## src/rtl/dmem_store_buffer.sv

```systemverilog
// ---------------------------------------------------------------------------
// dmem_store_buffer
//   In-order store buffer between a core data port and a memory with
//   independent read and write ports. Stores are queued in a DEPTH-entry FIFO
//   and drained through the write port whenever MWRDY accepts them. Loads go
//   straight to the read port. A load that hits a buffered store returns the
//   data of the youngest matching entry instead of MRDATA.
//
// Ports
//   CLK, RST          clock; asynchronous active-high reset
//   DREQ/DRW          core access strobe; 1 = store, 0 = load
//   DADDR/DWDATA      core word address / store data
//   DRDATA            load data, valid the cycle after the load (0 otherwise)
//   MRE/MRADDR/MRDATA memory read port (MRDATA one cycle after MRE)
//   MWE/MWADDR/MWDATA memory write port, head of FIFO; MWRDY accepts
//   FULL              buffer holds DEPTH entries
//   OVF               sticky overflow flag (store dropped while full)
// ---------------------------------------------------------------------------
module dmem_store_buffer #(
    parameter int unsigned DEPTH = 4,   // 2, 4 or 8
    parameter int unsigned AW    = 30
) (
    input  logic          CLK,
    input  logic          RST,
    input  logic          DREQ,
    input  logic          DRW,
    input  logic [AW-1:0] DADDR,
    input  logic [31:0]   DWDATA,
    output logic [31:0]   DRDATA,
    output logic          MRE,
    output logic [AW-1:0] MRADDR,
    input  logic [31:0]   MRDATA,
    output logic          MWE,
    output logic [AW-1:0] MWADDR,
    output logic [31:0]   MWDATA,
    input  logic          MWRDY,
    output logic          FULL,
    output logic          OVF
);

    localparam int unsigned PW = $clog2(DEPTH);
    localparam int unsigned CW = $clog2(DEPTH + 1);

    logic [AW-1:0] addr_q [DEPTH];
    logic [31:0]   data_q [DEPTH];

    logic [PW-1:0] head_q, head_d;
    logic [PW-1:0] tail_q, tail_d;
    logic [CW-1:0] count_q, count_d;
    logic          ovf_q, ovf_d;
    logic          ld_pend_q, ld_pend_d;
    logic          fwd_hit_q, fwd_hit_d;
    logic [31:0]   fwd_data_q, fwd_data_d;

    logic          full;
    logic          pop;
    logic          push_req;
    logic          push;
    logic          load;
    logic          fwd_hit;
    logic [31:0]   fwd_data;

    assign full     = (count_q == CW'(DEPTH));
    assign pop      = (count_q != '0) && MWRDY;
    assign push_req = DREQ && DRW;
    // A full buffer still accepts a store when the head drains on the same edge.
    assign push     = push_req && (!full || pop);
    assign load     = DREQ && !DRW;

    assign MRE    = load;
    assign MRADDR = DADDR;
    assign MWE    = (count_q != '0);
    assign MWADDR = addr_q[head_q];
    assign MWDATA = data_q[head_q];
    assign FULL   = full;
    assign OVF    = ovf_q;
    assign DRDATA = ld_pend_q ? (fwd_hit_q ? fwd_data_q : MRDATA) : '0;

    // Walk entries oldest to youngest so the last match wins. The head entry is
    // included even when it is being popped this cycle.
    always_comb begin
        fwd_hit  = 1'b0;
        fwd_data = '0;
        for (int unsigned i = 0; i < DEPTH; i++) begin
            if ((CW'(i) < count_q) && (addr_q[head_q + PW'(i)] == DADDR)) begin
                fwd_hit  = 1'b1;
                fwd_data = data_q[head_q + PW'(i)];
            end
        end
    end

    always_comb begin
        head_d     = pop  ? head_q + PW'(1) : head_q;
        tail_d     = push ? tail_q + PW'(1) : tail_q;
        count_d    = count_q;
        unique case ({push, pop})
            2'b10:   count_d = count_q + CW'(1);
            2'b01:   count_d = count_q - CW'(1);
            default: count_d = count_q;
        endcase
        ovf_d      = ovf_q || (push_req && full && !pop);
        ld_pend_d  = load;
        fwd_hit_d  = load && fwd_hit;
        fwd_data_d = fwd_data;
    end

    always_ff @(posedge CLK or posedge RST) begin
        if (RST) begin
            head_q     <= '0;
            tail_q     <= '0;
            count_q    <= '0;
            ovf_q      <= 1'b0;
            ld_pend_q  <= 1'b0;
            fwd_hit_q  <= 1'b0;
            fwd_data_q <= '0;
        end else begin
            head_q     <= head_d;
            tail_q     <= tail_d;
            count_q    <= count_d;
            ovf_q      <= ovf_d;
            ld_pend_q  <= ld_pend_d;
            fwd_hit_q  <= fwd_hit_d;
            fwd_data_q <= fwd_data_d;
        end
    end

    // Entry storage carries no reset; contents are only meaningful below count.
    always_ff @(posedge CLK) begin
        if (push) begin
            addr_q[tail_q] <= DADDR;
            data_q[tail_q] <= DWDATA;
        end
    end

endmodule

```

## config.mk

```make
export PLATFORM = sky130hd
export DESIGN_NAME = dmem_store_buffer
export DESIGN_NICKNAME = d
export VERILOG_FILES = /design/src/rtl/dmem_store_buffer.sv
export SDC_FILE = /design/constraint.sdc
export NUM_CORES = 1
export LEC_CHECK = 0
export BUFFER_PORTS_ARGS = -buffer_cell sky130_fd_sc_hd__buf_2
export CAP_MARGIN = 20
export CORE_ASPECT_RATIO = 1.75
export CORE_MARGIN = 8
export CORE_UTILIZATION = 57
export CTS_CLUSTER_SIZE = 10
export DETAILED_ROUTE_END_ITERATION = 12
export GPL_ROUTABILITY_DRIVEN = 0
export PLACE_DENSITY = 0.79
export SYNTH_ARGS = -nofsm -noshare
export SYNTH_HDL_FRONTEND = slang
export SYNTH_SLANG_ARGS = --single-unit
```

## constraint.sdc

```tcl
create_clock -name CLK -period 4 [get_ports CLK]
set_input_delay 0.8 -clock CLK [delete_from_list [all_inputs] [get_ports CLK]]
set_output_delay 0.8 -clock CLK [all_outputs]
set_load 0.01 [all_outputs]
```

## After elaboration in Yosys (flattened, before gate mapping)

Memories as Yosys holds them, arrays and structs flattened.
Cells that the tools add are included.
W data, S select, Z words.

- Bits in registers: 42
- Latch bits: 0
- RAM bits: 248
- Memory bits (read-only): 0
- Memories: 2

- Add/subtract/negate cells: 6
- Multiply operators: 0
- Divide/modulo/power cells: 0
- Order comparisons: 4
- Equality and inequality tests: 7
- Shift operators: 0
- Muxes and demuxes: 13
- Bitwise operators: 0
- Reduce and logical (&&, ||, !) cells: 18

Memories:

| memory | words | bits a word | rd ports | clocked after memory_dff | write ports | RTL line | text |
|---|---|---|---|---|---|---|---|
| data_q | 4 | 32 | 4 | 0 | 1 | 45 | `logic [31:0] data_q [DEPTH];` |
| addr_q | 4 | 30 | 4 | 0 | 1 | 44 | `logic [AW-1:0] addr_q [DEPTH];` |

Operator list:

| cell | count |
|---|---|
| $mux W32 | 6 |
| $eq A30 B30 Y1 | 4 |
| $logic_and A1 B1 Y1 | 11 |
| $lt A1 B3 Y1 const A | 2 |
| $lt A2 B3 Y1 const A | 2 |
| $mux W1 | 6 |
| $pmux W3 S2 | 1 |
| $add A2 B1 Y2 const B | 2 |
| $add A2 B2 Y2 const B | 2 |
| $add A3 B1 Y3 const B | 1 |
| $eq A3 B3 Y1 const B | 1 |
| $logic_not A1 Y1 | 3 |
| $reduce_bool A3 Y1 | 1 |
| $sub A3 B1 Y3 const B | 1 |
| $eq A2 B1 Y1 const B | 1 |
| $eq A2 B2 Y1 const B | 1 |
| $logic_or A1 B1 Y1 | 2 |
| $reduce_bool A2 Y1 | 1 |

## Logic depth before layout (Yosys ltp)

Gate-level depths: netlist of the first run.
An unclocked memory read counts as a cell.

- Word-level depth: 8
- Gate-level depth with buffers: 16
- Gate-level depth less buffers: 10

## Worst setup path before layout of the first run

OpenSTA, ideal clock, no wires.

- Kind: flip-flop to flip-flop
- Start: reg head_q[1]
- End: reg fwd_data_q[3]
- Setup time: 0.122 ns
- Arrival time: 3.327 ns
- Required time: 3.878 ns
- Path slack: 0.551 ns
- Stages on the path, launching flop included: 17
- Buffers on the path: 7
- Clock period less this slack: 3.449 ns
- Cell sequence: dfrtp_1 > buf_6 > buf_8 > buf_12 > buf_6 > buf_6 > mux4_2 > xnor2_1 > nand2_1 > a2111oi_2 > o2111ai_1 > nor4b_4 > buf_6 > buf_6 > mux2i_1 > a31oi_1 > a32o_1

- Cells in the longest elaborated chain, start to end: 7
- Elaborated cells between the ends (all ways): 17
- Classes of those cells: 3 x add/sub; 4 x eq/ne; 4 x mux; 4 x reduce/logical; 2 x memory

Ends and longest elaborated chain:

| element | RTL line | text |
|---|---|---|
| from (decl) | 47 | `logic [PW-1:0] head_q, head_d;` |
| from (signal assigned) | 109 | `head_q <= '0;` |
| from (signal assigned) | 117 | `head_q <= head_d;` |
| $add A2 B1 Y2 / $mem_v2 Z4 W30 (equally long branches) | - |  |
| $mem_v2 Z4 W30 / $eq A30 B30 Y1 (equally long branches) | - |  |
| $eq A30 B30 Y1 / $logic_and A1 B1 Y1 (equally long branches) | 85 | `if ((CW'(i) < count_q) && (addr_q[head_q + PW'(i)] == DADDR)) begin` |
| $logic_and A1 B1 Y1 / $mux W32 (equally long branches) | 85 |  |
| $mux W32 (2 in a row) | 85 |  |
| $mux W32 * | 85 |  |
| via fwd_data[3] | 61 | `logic [31:0] fwd_data;` |
| to (signal assigned) | 123 | `fwd_data_q <= fwd_data_d;` |
| to (decl) | 53 | `logic [31:0] fwd_data_q, fwd_data_d;` |

The timed path passes the listed nets; every way through them passes the cells marked *.
A chain may end at the register's enable or synchronous reset.

## Worst setup path after layout of the first run

- Start: reg head_q[1]
- End: reg fwd_data_q[14]

Same word-level chain as after synthesis.

==> flow_metrics.py, run 1 <==
metrics = {
    "clock_tree": {
        "htree_levels": 2,
        "cts_made_buffers": 35,
        "clock_latency_ps": 530,
        "clkSlewWorstSetupHoldPaths_ps": 60,
        "tritoncts": "yes",
        "postCtsHoldBufs": 0,
        "postCtsSetupBuffers": 0,
        "cts_max_path_buffers": 3,
        "cts_sinks": 290,
        "cts-resized-gates": 0,
        "cts_root_buf": "clkbuf_16",
    },
    "critical_path": {
        "required_ps": 4460,
        "crit_path_start_kind": "flip-flop",
        "startpoint": "head_q[1]$_DFFE_PP0P_",
        "reg2reg_from": "head_q[1]$_DFFE_PP0P_",
        "crit_type": "flip-flop to flip-flop",
        "worstPathArrival_ps": 4290,
        "cp-end-kind": "flip-flop",
        "worst-path-max-fanout": 28,
    },
    "timing": {
        "tns_ps": 0,
        "relSlewSlack_pct": 38.1,
        "finalHoldViolCount": 0,
        "timing.fmax_ghz": 0.261,
        "setup_viol": 0,
        "finalMaxSlewViolations": 0,
        "rsz0062_at_grt": "no",
        "min_period_ps": 3840,
        "skew_ps": 19.0,
        "timing.final.ws_setup_ps": 163,
        "tightest_slew_ps": 928,
        "final.period_utilization_pct": 95.9,
    },
    "synth": {
        "ys_warn_count": 0,
        "synth_area_um2": 18000,
        "yosysSeqAreaShare_pct": 47.3,
        "ys_top_cells_by_count": "mux2i_1, edfxtp_1, xnor2_1",
        "yosysTopAreaCellShare_pct": 41.4,
        "async_flop_share_pct": 14.5,
        "synthCells": 1499,
        "synth_edf_count": 248,
        "synth.area.top_cells": "edfxtp_1, mux2i_1, dfrtp_1",
        "synth_fp_nets": 1606,
        "synth.most_common_cell": "mux2i_1",
        "synth.distinct_cells": 73,
        "synthFlopType": "edfxtp_1",
        "synth_top_area_cell": "edfxtp_1",
        "post_synth.cell_area_avg_um2": 12.0,
        "synth_seq_cells": 290,
    },
    "die": {
        "die_area_um2": 37700,
        "fp.dieH_um": 251,
        "io_pins": 227,
        "start_util_pct": 57.4,
        "row_count": 86,
        "core_region_area_um2": 31300,
        "die_w_um": 150,
    },
    "placement": {
        "port_buffers": 226,
        "place_hpwl_um": 36400,
        "place_worst_setup_slack_ps": 235,
    },
    "finish": {
        "layout-drive-gt1-share_pct": 25.1,
        "register_area_um2": 8510,
        "multi_input_area_um2": 8540,
        "syn2layout_area_growth_pct": 13.6,
        "fill_cells": 2372,
        "final_nets": 1776,
    },
    "power": {
        "ir_drop_uv": 482,
        "p_per_area_nw_per_um2": 691,
        "p_leak_nw": 7.90,
    },
    "drt": {
        "via_per_inst": 6.53,
        "vias": 13669,
        "drtIter0Drc": 1242,
        "wl_per_cell_um": 25.3,
        "postRouteAntennaNets": 0,
        "wl_um": 53000,
        "drt_pass1_iterations": 6,
        "post-route-drc-count": 0,
    },
    "run": {
        "cap_viol_max_count": 0,
    },
    "grt": {
        "grt_pass1_wl_um": 79600,
        "antenna_found_initial": 2,
        "grt_start_max_net_pins": 135,
        "grt-ovfl-total": 0,
        "grt_usage_pct": 27.5,
        "grt_pass1_vias": 14041,
    },
    "status": {
        "status": "finished clean",
    },
    "hold_path": {
        "hp-class": "input pin to asynchronous set/reset pin",
    },
}
report_power, final:
group | total [mW] | switching, mW | internal [mW]
registers | 4.07 | 0.304 | 3.76
clock network | 2.89 | 1.22 | 1.67
logic | 7.15 | 4.13 | 3.02
final cells by class:
cell class | count | area share (%)
Tap cell | 396 | 2.43
Clock inverter | 5 | 0.202
Antenna cell | 5 | 0.0613
Timing Repair Buffer | 290 | 8.73
Inverter | 15 | 0.313
Multi-Input combinational cell | 1037 | 41.8
Clock buffer | 55 | 4.76
Sequential cell | 290 | 41.7
sequential cells by signal, indices dropped and copies added (netlist names):
signal and flops:
fwd_data_q 32, fwd_hit_q 1, count_q 3, addr_q 120, OVF 1, data_q 128, tail_q 2, ld_pend_q 1
head_q 2
routing by layer:
metal	track usage (%)	up-vias	part of all wire (%)
met1	29.1	6609	33
met5	0	-	0
met2	49.6	762	52
met3	4.25	222	7.8
met4	17.3	0	6.7
li1	-	6076	-
layout by cell type, fill, tap and decap left out, types with 39 or more instances in the layout:
master	netlist	final
a21oi_1	50	50
buf_2	21	226
buf_4	35	49
dfrtp_1	42	39
edfxtp_1	248	248
mux2_2	65	65
mux2i_1	304	304
nand2_1	82	82
xnor2_1	83	83
kinds of logic (layout without fill, tap and decap cells):
kind of cell             Yosys count  after routing  synth area share, %
multiplexers                     384            384                 22.5
flip-flops                       290            290                 47.3
AO/OA/AOI/OAI                    288            288                 11.8
adder cells (fa/ha/maj)            8              8                0.557
buffers and inverters            172            365                 5.27
XOR/XNOR                         104            104                 5.07
other                              0              5                    0
AND/OR/NAND/NOR                  253            253                 7.55
critical path, cell delays in order, from the launching register on:
cell and delay [ps]:
dfrtp_4 580, buf_12 230, buf_4 260, mux2i_1 540, nor2_1 80, nor2_1 310
o22ai_1 130, a2111oi_0 350, buf_4 190, and4_1 250, buf_4 130, o21ai_2 60
buf_12 180, o21ai_0 270, a32o_1 190
through the flow:
stage               hold WS (ps)  area [um2]  power, mW  utilization, %  std cells
floorplan                    493       18000       9.09               -       1499
global placement             435       19400       10.9            61.8       2027
detailed placement           440       19400       11.1            61.8       2027
CTS                          452       20400       14.0            65.0       2087
global route                 163       20400       14.7            65.2       2090
finish                       165       20400       14.1            65.2       2093
worst paths after layout:
check                                           end  slack [ps]  cells past startpoint
max                        fwd_data_q[14]$_DFF_PP0_         160                     14
min                        fwd_data_q[25]$_DFF_PP0_         170                      2
max reg2reg                fwd_data_q[14]$_DFF_PP0_         160                     14
min reg2reg                           OVF$_DFF_PP0_         450                      1
max in group asynchronous  fwd_data_q[11]$_DFF_PP0_        3350                      3
min in group CLK                      OVF$_DFF_PP0_         450                      1
Power figures use the tool's default switching activity.
==> run 2, diff against run 1 <==
--- a/config.mk
+++ b/config.mk
@@ -13,7 +13,8 @@
 export CTS_CLUSTER_SIZE = 10
 export DETAILED_ROUTE_END_ITERATION = 12
 export GPL_ROUTABILITY_DRIVEN = 0
-export PLACE_DENSITY = 0.79
+export MAX_ROUTING_LAYER = met4
+export PLACE_DENSITY = 0.84
 export SYNTH_ARGS = -nofsm -noshare
 export SYNTH_HDL_FRONTEND = slang
 export SYNTH_SLANG_ARGS = --single-unit
==> run 2 against run 1 <==
  * Combinational power rose by 1%
  * Sequential share of layout area fell by 0.082 points
  * Sequential cell count did not move
  * Core utilization rose by 0.13 points
==> flow_metrics.py, run 2 (synthesis results as in run 1) <==
metrics = {
    "clock_tree": {
        "postCtsHoldBufs": 0,
        "clkSlewWorstSetupHoldPaths_ps": 60,
        "cts_sinks": 290,
        "cts_made_buffers": 35,
        "clock_latency_ps": 530,
        "tritoncts": "yes",
        "postCtsSetupBuffers": 0,
        "cts_root_buf": "clkbuf_16",
        "cts_max_path_buffers": 3,
        "htree_levels": 2,
    },
    "finish": {
        "syn2layout_area_growth_pct": 13.8,
        "post-route-cell-area_um2": 20500,
        "final_nets": 1777,
        "layout-drive-gt1-share_pct": 25.2,
        "largest_reg_flops": 128,
        "reg.largest.list": "data_q: 128 flops, addr_q: 120 flops, fwd_data_q: 32 flops",
        "mostFrequentLayoutCells": "mux2i_1, edfxtp_1, buf_2",
        "regMostFlops": "data_q",
        "final_common_cell": "mux2i_1",
    },
    "power": {
        "total_power_mw": 14.2,
        "p_leak_nw": 7.91,
        "ir_drop_uv": 550,
        "p_per_area_nw_per_um2": 693,
    },
    "timing": {
        "tightest_slew_ps": 907,
        "skew_ps": 20.9,
        "relSlewSlack_pct": 39.5,
        "timing.final.ws_setup_ps": 61.0,
        "tns_ps": 0,
        "final.period_utilization_pct": 98.5,
        "finalMaxSlewViolations": 0,
        "timing.fmax_ghz": 0.254,
        "whs_ps": 332,
        "finalHoldViolCount": 0,
        "setup_viol": 0,
        "min_period_ps": 3940,
        "rsz0062_at_grt": "no",
    },
    "critical_path": {
        "crit_path_start_kind": "flip-flop",
        "cp-end-kind": "flip-flop",
        "crit_type": "flip-flop to flip-flop",
        "worstPathArrival_ps": 4340,
        "required_ps": 4400,
        "cp_slowest_stage_delay_ps": 610,
        "critical-path-top-delay-family": "simple AND/OR/NAND/NOR gates",
        "slowest_stage": "dfrtp_4",
        "path_buf_inv": 4,
        "crit_path_cell_trace": "buf_12 -> buf_4 -> mux2i_1 -> o22ai_1 -> nor4_1 -> a22o_1 -> nand2_1 -> nor4b_4 -> buf_4 -> buf_12 -> mux2i_1 -> a31oi_1 -> a32o_1",
        "worst-path-max-fanout": 42,
    },
    "die": {
        "fp.dieH_um": 251,
        "io_pins": 227,
        "row_count": 86,
        "die_w_um": 150,
        "die_area_um2": 37700,
        "core_region_area_um2": 31300,
        "start_util_pct": 57.4,
    },
    "grt": {
        "grt-ovfl-total": 0,
        "grt_pass1_vias": 14122,
        "grt_pass1_wl_um": 80500,
        "antenna_found_initial": 3,
        "grt_usage_pct": 28.7,
        "grt_start_max_net_pins": 134,
    },
    "drt": {
        "wl_um": 53200,
        "post-route-drc-count": 0,
        "postRouteAntennaNets": 0,
        "wl_per_cell_um": 25.4,
        "drtIter0Drc": 1419,
        "vias": 13828,
        "drt_pass1_iterations": 6,
        "via_per_inst": 6.60,
    },
    "run": {
        "cap_viol_max_count": 0,
    },
    "placement": {
        "place_hpwl_um": 37100,
        "port_buffers": 226,
        "dpl_cell_area_um2": 19400,
        "place_worst_setup_slack_ps": 254,
    },
    "status": {
        "status": "finished clean",
    },
    "hold_path": {
        "hp-class": "input pin to asynchronous set/reset pin",
    },
}
## run 2: cell types whose count changed in the layout (fill, tap and decap cells not counted), moves of 2 or more
cell,delta
mux2i_1,-2
buf_6,-2
inv_6,+2
mux2i_2,+2
clkbuf_1,+2
## run 2: report_power, final
part	internal, mW	switching, mW	total (mW)
registers	3.76	0.298	4.06
logic	3.04	4.20	7.23
clock network	1.68	1.21	2.89
total	8.47	5.70	14.2
## run 2: worst paths after layout
path | from | endpoint | slack, ps | depth (start not counted)
max in group asynchronous | RST | head_q[0]$_DFFE_PP0P_ | 2860 | 3
hold reg to reg | OVF$_DFF_PP0_ | OVF$_DFF_PP0_ | 460 | 1
setup reg to reg | head_q[1]$_DFFE_PP0P_ | fwd_data_q[16]$_DFF_PP0_ | 60 | 13
min in group CLK | OVF$_DFF_PP0_ | OVF$_DFF_PP0_ | 460 | 1
setup / recovery | head_q[1]$_DFFE_PP0P_ | fwd_data_q[16]$_DFF_PP0_ | 60 | 13
hold / removal | RST | fwd_data_q[21]$_DFF_PP0_ | 330 | 2
## run 2: cell type report
class | instances | area (um2)
diodes | 5 | 12.5
repair buffers | 291 | 1810
inverters | 15 | 61.3
multi-input cells | 1037 | 8540
clock buffers | 57 | 980
fillers | 2345 | 10900
clock inverters | 4 | 37.5
flip-flops and latches | 290 | 8510
well taps | 396 | 495
## run 2: per-stage QoR
stage | instances | utilization (%)
CTS | 2090 | 65.2
global placement | 2029 | 62.0
global route | 2093 | 65.3
detailed placement | 2029 | 62.0
finish | 2095 | 65.3
floorplan | 1499 | -
## run 2: metal layers
layer | wire length (um) | GRT usage (%) | vias to the layer above | share of wire [%]
met2 | 27700 | 50.1 | 819 | 52
met1 | 17500 | 29.3 | 6686 | 33
li1 | - | - | 6070 | -
met4 | 3680 | 17.7 | 0 | 6.9
met3 | 4420 | 4.97 | 253 | 8.3
met5 | 0 | - | - | 0
## run 2: what timing repair did
| item | in CTS | in global routing |
|---|---|---|
| gates resized for setup | 0 | 3 |
| endpoints found under the setup margin | 0 | 33 |
| hold endpoints to repair | 0 | 0 |
